## config.mk

```make
export PLATFORM = sky130hd
export DESIGN_NAME = volley_sequencer
export DESIGN_NICKNAME = d
export VERILOG_FILES = /design/src/rtl/volley_sequencer_pkg.sv /design/src/rtl/volley_sequencer_intensity_encoder.sv /design/src/rtl/volley_sequencer.sv
export SDC_FILE = /design/constraint.sdc
export NUM_CORES = 1
export LEC_CHECK = 0
export ABC_AREA = 1
export CAP_MARGIN = 40
export CORE_ASPECT_RATIO = 1.4
export CORE_MARGIN = 8
export CORE_UTILIZATION = 32
export CTS_CLUSTER_SIZE = 28
export DETAILED_ROUTE_END_ITERATION = 12
export MAX_ROUTING_LAYER = met4
export PLACE_DENSITY_LB_ADDON = 0.25
export SYNTH_ARGS = -nofsm -noshare
export SYNTH_HDL_FRONTEND = slang
export SYNTH_HIERARCHICAL = 1
export SYNTH_SLANG_ARGS = --single-unit
```

## constraint.sdc

```tcl
create_clock -name clk -period 2.1 [get_ports clk]
set_input_delay 0.42 -clock clk [delete_from_list [all_inputs] [get_ports clk]]
set_output_delay 0.42 -clock clk [all_outputs]
set_load 0.05 [all_outputs]
```

## src/rtl/volley_sequencer_pkg.sv

```systemverilog
// Shared widths, state encoding and spike types for the volley sequencer and its
// intensity encoders.
package volley_sequencer_pkg;

    localparam int unsigned log_testing_period    = 4;
    localparam int unsigned testing_period        = 16;
    localparam int unsigned log_time_period       = 4;
    localparam int unsigned time_period           = 20;
    localparam int unsigned num_spikes            = 5;
    localparam int unsigned log_neurons_per_layer = 2;

    typedef enum logic {
        IDLE = 1'b0,
        RUN  = 1'b1
    } state_e;

    typedef logic [log_testing_period:0]    spike_t;
    typedef logic [log_time_period:0]       time_t;
    typedef logic [log_neurons_per_layer:0] neuron_t;

    localparam spike_t  NO_SPIKE  = '1;
    localparam neuron_t NO_NEURON = '1;

    // Training runs the full period; its end value doubles as the idle value.
    localparam time_t TRAIN_END = time_t'(time_period - 1);
    localparam time_t TEST_END  = time_t'(testing_period - 1);

endpackage

```

## src/rtl/volley_sequencer_intensity_encoder.sv

```systemverilog
// Time-to-first-spike encoder for one pixel: brighter pixels spike earlier,
// dim pixels and late spikes beyond the testing window produce NO_SPIKE.
module intensity_encoder
    import volley_sequencer_pkg::*;
#(
    parameter int unsigned PIX_BITS      = 8,
    parameter int unsigned MIN_INTENSITY = 16
) (
    input  logic [PIX_BITS-1:0] pixel_i,
    output spike_t              spike_o
);

    localparam int unsigned SHIFT = PIX_BITS - log_testing_period;

    logic [PIX_BITS-1:0] t;

    // ~p equals (2^PIX_BITS-1) - p for an unsigned pixel.
    assign t = (~pixel_i) >> SHIFT;

    always_comb begin
        spike_o = NO_SPIKE;
        if ((32'(pixel_i) >= MIN_INTENSITY) && (32'(t) < testing_period)) begin
            spike_o = {1'b0, t[log_testing_period-1:0]};
        end
    end

endmodule

```

## src/rtl/volley_sequencer.sv

```systemverilog
// Sample front-end for one layer: accepts a sample, encodes spike times, sweeps
// time_val through one period and hands back the layer's winner on a result handshake.
module volley_sequencer
    import volley_sequencer_pkg::*;
#(
    parameter int unsigned PIX_BITS      = 8,
    parameter int unsigned MIN_INTENSITY = 16
) (
    input  logic                                clk,
    input  logic                                rst,
    input  logic                                in_valid,
    output logic                                in_ready,
    input  logic [num_spikes-1:0][PIX_BITS-1:0] in_pixels,
    input  logic                                in_train,
    output time_t                               time_val,
    output spike_t [num_spikes-1:0]             spike_times,
    output logic                                training,
    input  neuron_t                             layer_winning_neuron,
    input  spike_t                              layer_output_spike_time,
    output logic                                sample_done,
    output logic                                result_valid,
    input  logic                                result_ready,
    output neuron_t                             result_neuron,
    output spike_t                              result_time
);

    state_e                  state_q;
    time_t                   time_val_q;
    time_t                   time_val_d;
    time_t                   run_end;
    spike_t [num_spikes-1:0] spike_times_q;
    spike_t [num_spikes-1:0] enc_spikes;
    logic                    training_q;
    logic                    sample_done_q;
    logic                    result_valid_q;
    neuron_t                 result_neuron_q;
    spike_t                  result_time_q;
    logic                    accept;

    for (genvar i = 0; i < int'(num_spikes); i++) begin : g_enc
        intensity_encoder #(
            .PIX_BITS      (PIX_BITS),
            .MIN_INTENSITY (MIN_INTENSITY)
        ) u_enc (
            .pixel_i (in_pixels[i]),
            .spike_o (enc_spikes[i])
        );
    end

    // A pending result blocks new samples so it can never be overwritten.
    assign in_ready   = (state_q == IDLE) && !result_valid_q;
    assign accept     = in_valid && in_ready;
    assign run_end    = training_q ? TRAIN_END : TEST_END;
    assign time_val_d = time_val_q + time_t'(1);

    always_ff @(posedge clk or posedge rst) begin
        if (rst) begin
            state_q         <= IDLE;
            time_val_q      <= TRAIN_END;
            spike_times_q   <= {num_spikes{NO_SPIKE}};
            training_q      <= 1'b0;
            sample_done_q   <= 1'b0;
            result_valid_q  <= 1'b0;
            result_neuron_q <= NO_NEURON;
            result_time_q   <= NO_SPIKE;
        end else begin
            sample_done_q <= 1'b0;
            case (state_q)
                IDLE: begin
                    if (accept) begin
                        state_q       <= RUN;
                        time_val_q    <= '0;
                        spike_times_q <= enc_spikes;
                        training_q    <= in_train;
                    end
                end
                RUN: begin
                    if (time_val_q == run_end) begin
                        state_q    <= IDLE;
                        time_val_q <= TRAIN_END;
                    end else begin
                        time_val_q    <= time_val_d;
                        sample_done_q <= (time_val_d == run_end);
                    end
                end
                default: state_q <= IDLE;
            endcase

            // The layer's decision is final once the testing window has elapsed.
            if ((state_q == RUN) && (time_val_q == TEST_END)) begin
                result_valid_q  <= 1'b1;
                result_neuron_q <= layer_winning_neuron;
                result_time_q   <= layer_output_spike_time;
            end else if (result_valid_q && result_ready) begin
                result_valid_q <= 1'b0;
            end
        end
    end

    assign time_val      = time_val_q;
    assign spike_times   = spike_times_q;
    assign training      = training_q;
    assign sample_done   = sample_done_q;
    assign result_valid  = result_valid_q;
    assign result_neuron = result_neuron_q;
    assign result_time   = result_time_q;

endmodule
```

==> flow_metrics.py, run 1 <==
metrics = {
    "status": {
        "status": "finished, final reports clean",
    },
    "synthesis": {
        "post-synth-top-count-cell": "nand2_1",
        "synthCells": 228,
        "syn_area_per_cell_um2": 8.68,
        "synth_edf_count": 0,
        "async_flop_share_pct": 100,
        "yosysSeqAreaShare_pct": 55.4,
        "synth_cell_types": 20,
        "synth_seq_cells": 42,
        "synth_ff_type": "dfstp_2",
        "yosys.area.top_type": "dfstp_2",
        "netlist.area_leader.share_pct": 47.8,
        "synthTopCellsByArea": "dfstp_2, nand2_1, dfrtp_1, mux2_2, inv_2",
        "synthesis.nets": 284,
        "syn_area_mm2": 0.00198,
        "synthTopCellsByCount": "nand2_1, dfstp_2, inv_2, inv_1, mux2_2",
        "yosysWarnings": 6,
    },
    "critical_path": {
        "crit_family": "buffers and inverters",
        "slowest_delay_ns": 0.80,
        "critPathLaunchType": "register",
        "cp_max_fo": 2,
        "path_cells": "clkdlybuf4s50_1",
        "cp_data_required_time_ns": 1.68,
        "slowest_stage": "clkdlybuf4s50_1",
        "end_kind": "output port",
        "crit_arrival_ns": 1.62,
        "cp.buffers_inverters": 1,
        "path_class": "register to output port",
    },
    "route": {
        "ant_nets": 0,
        "routed_wl_mm": 4.75,
        "wl_per_cell_um": 12.6,
        "detail_route.iter0.violations": 55,
        "drt_pass1_iterations": 4,
        "viasPerCell": 4.42,
        "vias": 1670,
        "drc_errors": 0,
    },
    "die": {
        "initial_core_util_pct": 32.5,
        "rows": 34,
        "core_mm2": 0.00608,
        "die_area_mm2": 0.00899,
        "ios": 95,
        "dieWidth_um": 82.5,
        "fp.dieH_um": 109,
    },
    "clocking": {
        "insertion_delay_ns": 0.28,
        "cts_tree": "built",
        "cts_buffers": 5,
        "clk_pin_slew_ns": 0.08,
        "cts_root_buf": "clkbuf_8",
        "postCtsSetupBuffers": 0,
        "max-clock-path-buffers": 2,
        "cts_num_sinks": 42,
        "cts-htree-levels": 2,
        "ctsHoldBuffers": 0,
    },
    "flow_run": {
        "cap_violations": 0,
    },
    "sta": {
        "setup_viol_count_final": 0,
        "tightest_slew_ns": 0.600,
        "fmax_ghz": 0.491,
        "fin_setup_tns_ns": 0,
        "slew_violations": 0,
        "final.min_clock_period_ns": 2.04,
        "final.period_utilization_pct": 97.0,
        "setup_ws_ns": 0.0630,
        "rsz0062_at_grt": "no",
        "slew_headroom_pct": 59.7,
        "final_hold_viol_count": 0,
        "finalClockSkew_ns": 0.00636,
    },
    "finish": {
        "areaGrowthSynthToFinish_pct": 42.5,
        "antenna_cells": 0,
        "final-instance-count-excl-fill": 378,
        "drive_gt1_share_pct": 35.0,
        "fin_nets": 361,
    },
    "global_routing": {
        "grt_overflow_total": 0,
        "grt_pass1_wl_mm": 7.95,
        "antenna_found_initial": 0,
        "grt_start_max_net_pins": 29,
        "grt_use_total_pct": 11.4,
        "grt_pass1_vias": 1753,
    },
    "min_path": {
        "hold_class": "register to register",
    },
    "placed_design": {
        "hpwl_mm": 3.58,
        "gp_congestion": 0.755,
        "numPortBuffers": 74,
        "placed_cells": 370,
        "dp_slack_ns": 0.319,
    },
    "pwr": {
        "peakVddDrop_mv": 0.830,
        "power_density_mw_per_mm2": 1820,
        "power.total_uw": 5120,
        "p_leak_uw": 0.00143,
    },
}
-- placed cells by master, fill, tap and decap left out --
cell,synthesis,routed
nor2_8,1,1
buf_4,0,32
clkinv_1,0,1
a21oi_1,2,2
nand2_1,113,113
ha_1,3,3
buf_12,0,1
o21ai_0,4,4
dlymetal6s2s_1,0,2
nand2_8,1,1
inv_1,15,14
nand4_1,2,2
nand2_2,2,2
nor2_1,6,6
dfrtp_1,6,6
clkinv_2,0,2
nor2_4,1,1
bufinv_16,0,1
clkdlybuf4s50_1,0,40
nand3_1,4,4
o21ai_1,2,2
clkbuf_8,0,5
inv_2,16,16
dfstp_2,36,36
mux2_2,8,8
inv_8,1,1
-- kinds of logic (layout without fill, tap and decap cells) --
family | Yosys count | in the layout | synth area share, %
DFF | 42 | 42 | 55.4
adders and majority gates | 3 | 3 | 1.90
and+or+nand+nor | 130 | 130 | 27.5
muxes | 8 | 8 | 4.55
buffers and inverters | 37 | 115 | 8.67
AOI/OAI and AO/OA | 8 | 8 | 2.02
-- registers in the layout, indices dropped and copies added, names as in the netlist --
| name | flops |
|---|---|
| result_time | 5 |
| spike_times | 25 |
| result_valid | 1 |
| time_val | 5 |
| state_q | 1 |
| result_neuron | 3 |
| training | 1 |
| sample_done | 1 |
-- report_power, final --
part / internal (µW) / switching, µW / total, µW / leakage (µW)
sequential: 1390 / 283 / 1680 / 0.000452
clock: 350 / 274 / 624 / 0.0000579
combinational: 876 / 1940 / 2820 / 0.000916
total: 2620 / 2500 / 5120 / 0.00143
-- cell type report --
| class | count | area, µm² |
|---|---|---|
| clock buffers | 5 | 68.8 |
| well taps | 72 | 90.1 |
| repair buffers | 75 | 686 |
| clock inverters | 3 | 40.0 |
| fillers | 629 | 3260 |
| inverters | 32 | 128 |
| flip-flops and latches | 42 | 1100 |
| multi-input cells | 149 | 711 |
-- metal layers --
layer	share of wire (%)	GRT usage [%]	vias to the layer above
met2	51	19.7	52
met3	6.6	2.81	2
li1	-	-	834
met5	0	-	-
met4	0.70	3.40	0
met1	42	12.5	782
-- timing repair --
action,CTS,global route
hold endpoints to repair,0,0
gates resized for setup,0,2
endpoints found under the setup margin,0,2
-- final timing paths --
path,startpoint,endpoint,depth (start not counted),slack [ns]
max,result_time[0]$_DFFE_PP1P_,result_time[0],1,0.06
min,spike_times[20]$_DFFE_PP1P_,spike_times[20]$_DFFE_PP1P_,2,0.47
max reg2reg,time_val[0]$_DFFE_PP1P_,sample_done$_DFF_PP0_,9,0.31
min reg2reg,spike_times[20]$_DFFE_PP1P_,spike_times[20]$_DFFE_PP1P_,2,0.47
max in group asynchronous,rst,spike_times[20]$_DFFE_PP1P_,3,1.10
min in group asynchronous,rst,spike_times[5]$_DFFE_PP1P_,2,0.74
-- per-stage QoR --
stage	cell area, µm²	hold WS, ns	utilization (%)
after floorplan	1980	0.528	-
after global placement	2710	0.457	44.5
after detailed placement	2710	0.459	44.5
after CTS	2810	0.474	46.3
after global routing	2820	0.484	46.3
final	2820	0.469	46.3
No activity file was read; power rests on OpenSTA's default activity.
==> run 2: changes to the inputs <==
--- a/config.mk
+++ b/config.mk
@@ -12,6 +12,7 @@
 export CORE_UTILIZATION = 32
 export CTS_CLUSTER_SIZE = 28
 export DETAILED_ROUTE_END_ITERATION = 12
+export GPL_TIMING_DRIVEN = 1
 export MAX_ROUTING_LAYER = met4
 export PLACE_DENSITY_LB_ADDON = 0.25
 export SYNTH_ARGS = -nofsm -noshare
==> results of run 2 <==
No change in the layout: final DEF, timing and power equal those of run 1.
